==> config.mk <==
export PLATFORM = sky130hd
export DESIGN_NAME = rom_loader
export DESIGN_NICKNAME = d
export VERILOG_FILES = /design/src/rtl/rom_loader_pkg.sv /design/src/rtl/uart_rx_byte.sv /design/src/rtl/rom_loader.sv
export SDC_FILE = /design/constraint.sdc
export NUM_CORES = 1
export LEC_CHECK = 0
export CORE_ASPECT_RATIO = 1.2
export CORE_MARGIN = 4
export CORE_UTILIZATION = 45
export CTS_CLUSTER_DIAMETER = 50
export DETAILED_ROUTE_END_ITERATION = 6
export MAX_ROUTING_LAYER = met4
export SYNTH_ARGS = -nofsm -noshare
export SYNTH_HDL_FRONTEND = slang
export SYNTH_HIERARCHICAL = 1
export SYNTH_SLANG_ARGS = --single-unit
export TNS_END_PERCENT = 100
==> constraint.sdc <==
create_clock -name clk -period 7.25 [get_ports clk]
set_input_delay 0.725 -clock clk [delete_from_list [all_inputs] [get_ports clk]]
set_output_delay 0.725 -clock clk [all_outputs]
set_load 0.03 [all_outputs]
==> src/rtl/rom_loader_pkg.sv <==
`default_nettype none
`timescale 1ns/1ps
// ============================================================================
// Module   : rom_loader_pkg
// Purpose  : Shared definitions for the UART ROM loader: bus width macro,
//            word width, loader and receiver state encodings.
// Revision : 1.0 - initial release
// ============================================================================

`ifndef RegBus
`define RegBus 31:0
`endif

package rom_loader_pkg;

    localparam int c_word_w = 32;

    typedef enum logic [1:0] {
        LD_IDLE = 2'd0,
        LD_LEN  = 2'd1,
        LD_DATA = 2'd2,
        LD_DONE = 2'd3
    } ld_state_t;

    typedef enum logic [2:0] {
        RX_IDLE  = 3'd0,
        RX_START = 3'd1,
        RX_DATA  = 3'd2,
        RX_STOP  = 3'd3,
        RX_WAIT  = 3'd4
    } rx_state_t;

endpackage

`default_nettype wire

==> src/rtl/uart_rx_byte.sv <==
`default_nettype none
`timescale 1ns/1ps
// ============================================================================
// Module   : uart_rx_byte
// Purpose  : 8N1 UART byte receiver, LSB first. Expects an already
//            synchronized input.
// Ports    : clk, rstn (async active-low), rx (synchronized line),
//            byte_valid (1-cycle strobe), byte_data (received byte),
//            frame_err (1-cycle strobe on a low stop bit)
// Revision : 1.0 - initial release
// ============================================================================
module uart_rx_byte
    import rom_loader_pkg::*;
#(
    parameter int DIV = 434
) (
    input  logic       clk,
    input  logic       rstn,
    input  logic       rx,
    output logic       byte_valid,
    output logic [7:0] byte_data,
    output logic       frame_err
);

    localparam int                 c_cnt_w   = $clog2(DIV + 1);
    localparam logic [c_cnt_w-1:0] c_half_m1 = c_cnt_w'(DIV / 2 - 1);
    localparam logic [c_cnt_w-1:0] c_div_m1  = c_cnt_w'(DIV - 1);

    rx_state_t          r_state, w_state_nxt;
    logic [c_cnt_w-1:0] r_cnt,   w_cnt_nxt;
    logic [2:0]         r_bit,   w_bit_nxt;
    logic [7:0]         r_shift, w_shift_nxt;
    logic               r_valid, w_valid_nxt;
    logic               r_ferr,  w_ferr_nxt;

    always_ff @(posedge clk or negedge rstn) begin
        if (!rstn) begin
            r_state <= RX_IDLE;
            r_cnt   <= '0;
            r_bit   <= '0;
            r_shift <= '0;
            r_valid <= 1'b0;
            r_ferr  <= 1'b0;
        end else begin
            r_state <= w_state_nxt;
            r_cnt   <= w_cnt_nxt;
            r_bit   <= w_bit_nxt;
            r_shift <= w_shift_nxt;
            r_valid <= w_valid_nxt;
            r_ferr  <= w_ferr_nxt;
        end
    end

    always_comb begin
        w_state_nxt = r_state;
        w_cnt_nxt   = r_cnt + c_cnt_w'(1);
        w_bit_nxt   = r_bit;
        w_shift_nxt = r_shift;
        w_valid_nxt = 1'b0;
        w_ferr_nxt  = 1'b0;
        case (r_state)
            RX_IDLE: begin
                // Idle is only entered with the line high, so a low here
                // is the falling edge of a start bit.
                w_cnt_nxt = '0;
                if (!rx) w_state_nxt = RX_START;
            end
            RX_START: begin
                if (r_cnt == c_half_m1) begin
                    w_cnt_nxt   = '0;
                    w_bit_nxt   = '0;
                    // High at mid start bit: a glitch, drop it silently.
                    w_state_nxt = rx ? RX_IDLE : RX_DATA;
                end
            end
            RX_DATA: begin
                if (r_cnt == c_div_m1) begin
                    w_cnt_nxt   = '0;
                    w_shift_nxt = {rx, r_shift[7:1]};
                    w_bit_nxt   = r_bit + 3'd1;
                    if (r_bit == 3'd7) w_state_nxt = RX_STOP;
                end
            end
            RX_STOP: begin
                if (r_cnt == c_div_m1) begin
                    w_cnt_nxt = '0;
                    if (rx) begin
                        w_valid_nxt = 1'b1;
                        w_state_nxt = RX_IDLE;
                    end else begin
                        w_ferr_nxt  = 1'b1;
                        w_state_nxt = RX_WAIT;
                    end
                end
            end
            RX_WAIT: begin
                w_cnt_nxt = '0;
                if (rx) w_state_nxt = RX_IDLE;
            end
            default: begin
                w_cnt_nxt   = '0;
                w_state_nxt = RX_IDLE;
            end
        endcase
    end

    assign byte_valid = r_valid;
    assign byte_data  = r_shift;
    assign frame_err  = r_ferr;

endmodule

`default_nettype wire

==> src/rtl/rom_loader.sv <==
`default_nettype none
`timescale 1ns/1ps
// ============================================================================
// Module   : rom_loader
// Purpose  : Receives a 32-bit little-endian word count N over UART, then
//            N little-endian 32-bit words, and writes them to program memory
//            at word indices 0..N-1.
// Ports    : clk, rstn (async active-low), load_en (arm/abort level),
//            uart_rx (async serial in), wen/w_addr/w_data (memory write),
//            busy (LEN/DATA), done (DONE), err (sticky error)
// Revision : 1.0 - initial release
// ============================================================================
`ifndef RegBus
`define RegBus 31:0
`endif

module rom_loader
    import rom_loader_pkg::*;
#(
    parameter int CLK_FREQ = 50000000,
    parameter int BAUD     = 115200,
    parameter int MEM_NUM  = 4096
) (
    input  logic           clk,
    input  logic           rstn,
    input  logic           load_en,
    input  logic           uart_rx,
    output logic           wen,
    output logic [`RegBus] w_addr,
    output logic [`RegBus] w_data,
    output logic           busy,
    output logic           done,
    output logic           err
);

    localparam int                  c_div     = CLK_FREQ / BAUD;
    localparam logic [c_word_w-1:0] c_mem_num = c_word_w'(MEM_NUM);

    logic                r_rx_meta, r_rx_sync;
    logic                w_byte_valid, w_frame_err;
    logic [7:0]          w_byte;

    ld_state_t           r_state, w_state_nxt;
    logic [1:0]          r_bcnt,  w_bcnt_nxt;
    logic [c_word_w-1:0] r_wcnt,  w_wcnt_nxt;
    logic [c_word_w-1:0] r_len,   w_len_nxt;
    logic [c_word_w-1:0] r_shift, w_shift_nxt;
    logic                r_wen,   w_wen_nxt;
    logic [c_word_w-1:0] r_addr,  w_addr_nxt;
    logic [c_word_w-1:0] r_data,  w_data_nxt;
    logic                r_err,   w_err_nxt;
    logic                r_load_d;
    logic [c_word_w-1:0] w_len_word, w_data_word, w_wcnt_inc;

    // Two-flop synchronizer; resets to the idle-high line level.
    always_ff @(posedge clk or negedge rstn) begin
        if (!rstn) begin
            r_rx_meta <= 1'b1;
            r_rx_sync <= 1'b1;
        end else begin
            r_rx_meta <= uart_rx;
            r_rx_sync <= r_rx_meta;
        end
    end

    uart_rx_byte #(
        .DIV (c_div)
    ) u_rx (
        .clk        (clk),
        .rstn       (rstn),
        .rx         (r_rx_sync),
        .byte_valid (w_byte_valid),
        .byte_data  (w_byte),
        .frame_err  (w_frame_err)
    );

    // New bytes enter at the top so the first byte ends up in bits 7:0.
    assign w_len_word  = {w_byte, r_len[31:8]};
    assign w_data_word = {w_byte, r_shift[31:8]};
    assign w_wcnt_inc  = r_wcnt + c_word_w'(1);

    always_ff @(posedge clk or negedge rstn) begin
        if (!rstn) begin
            r_state  <= LD_IDLE;
            r_bcnt   <= '0;
            r_wcnt   <= '0;
            r_len    <= '0;
            r_shift  <= '0;
            r_wen    <= 1'b0;
            r_addr   <= '0;
            r_data   <= '0;
            r_err    <= 1'b0;
            r_load_d <= 1'b0;
        end else begin
            r_state  <= w_state_nxt;
            r_bcnt   <= w_bcnt_nxt;
            r_wcnt   <= w_wcnt_nxt;
            r_len    <= w_len_nxt;
            r_shift  <= w_shift_nxt;
            r_wen    <= w_wen_nxt;
            r_addr   <= w_addr_nxt;
            r_data   <= w_data_nxt;
            r_err    <= w_err_nxt;
            r_load_d <= load_en;
        end
    end

    always_comb begin
        w_state_nxt = r_state;
        w_bcnt_nxt  = r_bcnt;
        w_wcnt_nxt  = r_wcnt;
        w_len_nxt   = r_len;
        w_shift_nxt = r_shift;
        w_wen_nxt   = 1'b0;
        w_addr_nxt  = r_addr;
        w_data_nxt  = r_data;
        w_err_nxt   = r_err;
        if (load_en && !r_load_d) w_err_nxt = 1'b0;
        case (r_state)
            LD_IDLE: begin
                if (load_en) begin
                    w_state_nxt = LD_LEN;
                    w_bcnt_nxt  = '0;
                    w_wcnt_nxt  = '0;
                    w_len_nxt   = '0;
                end
            end
            LD_LEN: begin
                if (!load_en) begin
                    w_state_nxt = LD_IDLE;
                end else if (w_byte_valid) begin
                    w_len_nxt  = w_len_word;
                    w_bcnt_nxt = r_bcnt + 2'd1;
                    if (r_bcnt == 2'd3) begin
                        if (w_len_word == '0) begin
                            w_state_nxt = LD_DONE;
                        end else if (w_len_word > c_mem_num) begin
                            w_err_nxt   = 1'b1;
                            w_len_nxt   = c_mem_num;
                            w_state_nxt = LD_DATA;
                        end else begin
                            w_state_nxt = LD_DATA;
                        end
                    end
                end
            end
            LD_DATA: begin
                if (!load_en) begin
                    w_state_nxt = LD_IDLE;
                end else if (w_byte_valid) begin
                    w_shift_nxt = w_data_word;
                    w_bcnt_nxt  = r_bcnt + 2'd1;
                    if (r_bcnt == 2'd3) begin
                        w_wen_nxt  = 1'b1;
                        w_addr_nxt = r_wcnt;
                        w_data_nxt = w_data_word;
                        w_wcnt_nxt = w_wcnt_inc;
                        if (w_wcnt_inc == r_len) w_state_nxt = LD_DONE;
                    end
                end
            end
            LD_DONE: begin
                if (!load_en) w_state_nxt = LD_IDLE;
            end
            default: w_state_nxt = LD_IDLE;
        endcase
        if (w_frame_err) w_err_nxt = 1'b1;
    end

    assign wen    = r_wen;
    assign w_addr = r_addr;
    assign w_data = r_data;
    assign busy   = (r_state == LD_LEN) || (r_state == LD_DATA);
    assign done   = (r_state == LD_DONE);
    assign err    = r_err;

endmodule

`default_nettype wire

==> out/metrics.yaml <==
outcome:
  outcome: "complete, no violations"
routing:
  route.detailed.drc: 0
  avgViaCountPerCell: 5.36
  num_vias: 6486
  ant_nets: 0
  post_drt_wl_per_cell_um: 17.1
  dr.pass1.iters: 4
  drt-total-wl_um: 20700
  detail_route.iter0.violations: 344
timing:
  finalSetupTns_ns: 0
  fin_skew_ns: 0.0142
  max_freq_mhz: 313
  slew_headroom: 0.284
  final-hold-violation-count: 0
  setup-violations-final: 0
  rsz0062_at_grt: "no"
  worst_slew_pin_slew_ns: 1.07
  period_share: 0.441
  layout_min_cycle_time_ns: 3.20
  drv_slew: 0
clock_tree:
  h-tree-depth: 4
  cts-resized-gates: 0
  clockBufferDepth: 2
  cts_tree: "yes"
  cts_setup_buffers: 0
  cts.reportedPaths.clkPinSlew_ns: 0.07
  hold_buffers: 0
  numCtsBuffers: 17
  cts_root_buf: "clkbuf_16"
  cts.sinks: 186
  clk_latency_ns: 0.44
placement:
  place_inst: 1179
  gp_congestion: 0.825
  place_hpwl_um: 13800
  io_buffers: 71
synth:
  syn_area_mm2: 0.00889
  synth_area_per_cell_um2: 9.93
  yosysSeqAreaShare: 0.524
  ys_types: 72
  synthArstFlopShare: 1.00
  yosys_warnings: 6
  synth_ff_type: "dfrtp_1"
  synthCells: 895
  ys_ff_latch: 186
  syn_nets: 910
  synth_edf_count: 0
grt:
  grt_start_max_net_pins: 114
  grt_pass1_wl_um: 35200
  grt_pass1_vias: 6618
  track_usage: 0.206
  grt.overflow.total: 0
  antenna_found_initial: 0
pwr:
  power_density_mw_per_mm2: 209
  p_leak_uw: 0.00487
  peakVddDrop_v: 0.000165
cells_and_area:
  fin_nets: 952
  diodes: 0
  multi_input_area_mm2: 0.00392
  syn2layout_area_growth_pct: 15.9
  fillers: 1858
  register_area_mm2: 0.00466
  drive_gt1_frac: 0.105
  final_cells: 1211
critical_path:
  worstPathMaxFanout: 12
  cp-start-kind: "flop"
  cpPeakStageDelay_ns: 0.70
  critPathArrivalTime_ns: 3.48
  crit_type: "reg2reg"
  cp_cell_sequence: "nand4_4, nor3_2, nand3_1, xor2_1, nand2_1, a2111oi_2, a41o_1, o311ai_1"
  crit_slowest_cell: "nor3_2"
  cp.required_ns: 7.54
  endpoint_kind: "flop"
die:
  die_w_um: 136
  rows: 56
  die_area_mm2: 0.0221
  initial_utilization: 0.456
  die_h_um: 162
  ioPinCount: 72
  core_mm2: 0.0195
flow_run:
  drv_cap: 0
hold_path:
  hold_path_class: "reg2reg"
## cells in the final DEF (no fill, tap or decap), types with 3 or more instances in the layout
cell / netlist / layout
nand2_1: 221 / 221
dfrtp_1: 184 / 184
clkdlybuf4s50_1: 0 / 70
o21ai_0: 53 / 52
nor2_1: 42 / 41
a22o_1: 37 / 37
xnor2_1: 34 / 34
mux2_2: 31 / 31
nand3_1: 27 / 27
xor2_1: 22 / 22
nand4_1: 18 / 18
clkbuf_16: 0 / 17
inv_1: 16 / 15
a21oi_1: 15 / 15
o31ai_1: 15 / 15
nor4_1: 11 / 11
ha_1: 11 / 11
and3_1: 8 / 8
nor2b_1: 7 / 7
a31oi_1: 7 / 7
and4_1: 7 / 7
buf_4: 4 / 7
nor3_1: 5 / 5
and2_1: 4 / 4
clkinvlp_4: 0 / 4
inv_8: 0 / 4
nand2b_1: 3 / 3
o21ai_1: 2 / 3
and3_2: 3 / 3
o211ai_1: 3 / 3
nor3b_1: 3 / 3
o2111ai_1: 3 / 3
a21o_1: 3 / 3
inv_6: 0 / 3
## cell families after synthesis
kind of cell | count (synthesis) | share of synthesized area
compound gates | 160 | 0.127
xor+xnor | 56 | 0.0552
fa+ha+maj | 11 | 0.0155
buf+inv | 71 | 0.0352
flops | 186 | 0.524
mux | 33 | 0.0415
simple gates | 378 | 0.202
## power by group
part	switching, uW	leakage (uW)	internal [uW]
logic	146	0.00203	57.6
clock network	441	0.000270	463
registers	6.30	0.00257	1040
total	593	0.00487	1560
## final cells by class
cell class                 count  share of cell area
clock buffer                  18              0.0426
clock inverter                14              0.0128
timing repair buffer          78              0.0745
sequential                   186               0.452
multi-input combinational    638               0.381
tap                          261              0.0317
inverter                      16             0.00583
## path summary, 6_finish.rpt
path                            startpoint          to  slack, ns  cells past startpoint
min in group asynchronous             rstn  w_addr[20]       0.38                      1
worst min-delay path             r_rx_meta   r_rx_sync       0.35                      0
worst min register to register   r_rx_meta   r_rx_sync       0.35                      0
worst max register to register   r_wcnt[4]  r_state[1]       4.05                      8
worst max-delay path             r_wcnt[4]  r_state[1]       4.05                      8
max in group asynchronous             rstn   r_len[21]       5.44                      2
## sequential cells by signal (all words and copies together) (netlist names)
signal           flops
u_rx/byte_data       8
r_rx_meta            1
u_rx/byte_valid      1
r_wcnt              32
r_state              2
r_rx_sync            1
w_addr              32
u_rx/r_bit           3
r_len               32
u_rx/r_cnt           9
w_data              32
err                  1
r_shift             24
wen                  1
u_rx/frame_err       1
r_bcnt               2
u_rx/r_state         3
r_load_d             1
## stage by stage
stage | hold WS [ns] | util | instance area (um2) | total power, uW | worst slack [ns]
floorplan | 0.345 | - | 8890 | 1200 | 4.76
detailed placement | 0.347 | 0.500 | 9730 | 1280 | 3.71
finish | 0.353 | 0.529 | 10300 | 2160 | 4.05
global placement | 0.348 | 0.500 | 9730 | 1280 | 3.78
CTS | 0.355 | 0.529 | 10300 | 2180 | 4.05
global route | 0.359 | 0.529 | 10300 | 2240 | 3.75
## cells in the mapped netlist (all sizes together) (19+ instances only)
library cell,n,area (um2)
dfrtp,184,4600
mux2,31,349
a22o,37,324
buf,20,120
xor2,22,193
nand3,31,190
nand2,221,830
nand4,19,134
clkbuf,35,133
xnor2,34,298
o21ai,55,275
nor2,43,164
## worst max-delay path: cells and delay by family, from the launching register on
family           cells  cell delay (ns)
flip-flops           1             0.57
AND/OR/NAND/NOR      4             1.30
XOR/XNOR             1             0.18
AO/OA/AOI/OAI        3             1.00
## routing by layer
metal  GRT usage  routed length [um]  vias up
li1            -                   -     3197
met1       0.266                9360     3195
met2       0.340               10600       81
met3      0.0266                 525       13
met4      0.0619                 227        0
met5           -                   0        -
Note: power is estimated with default switching activity, not from simulation.
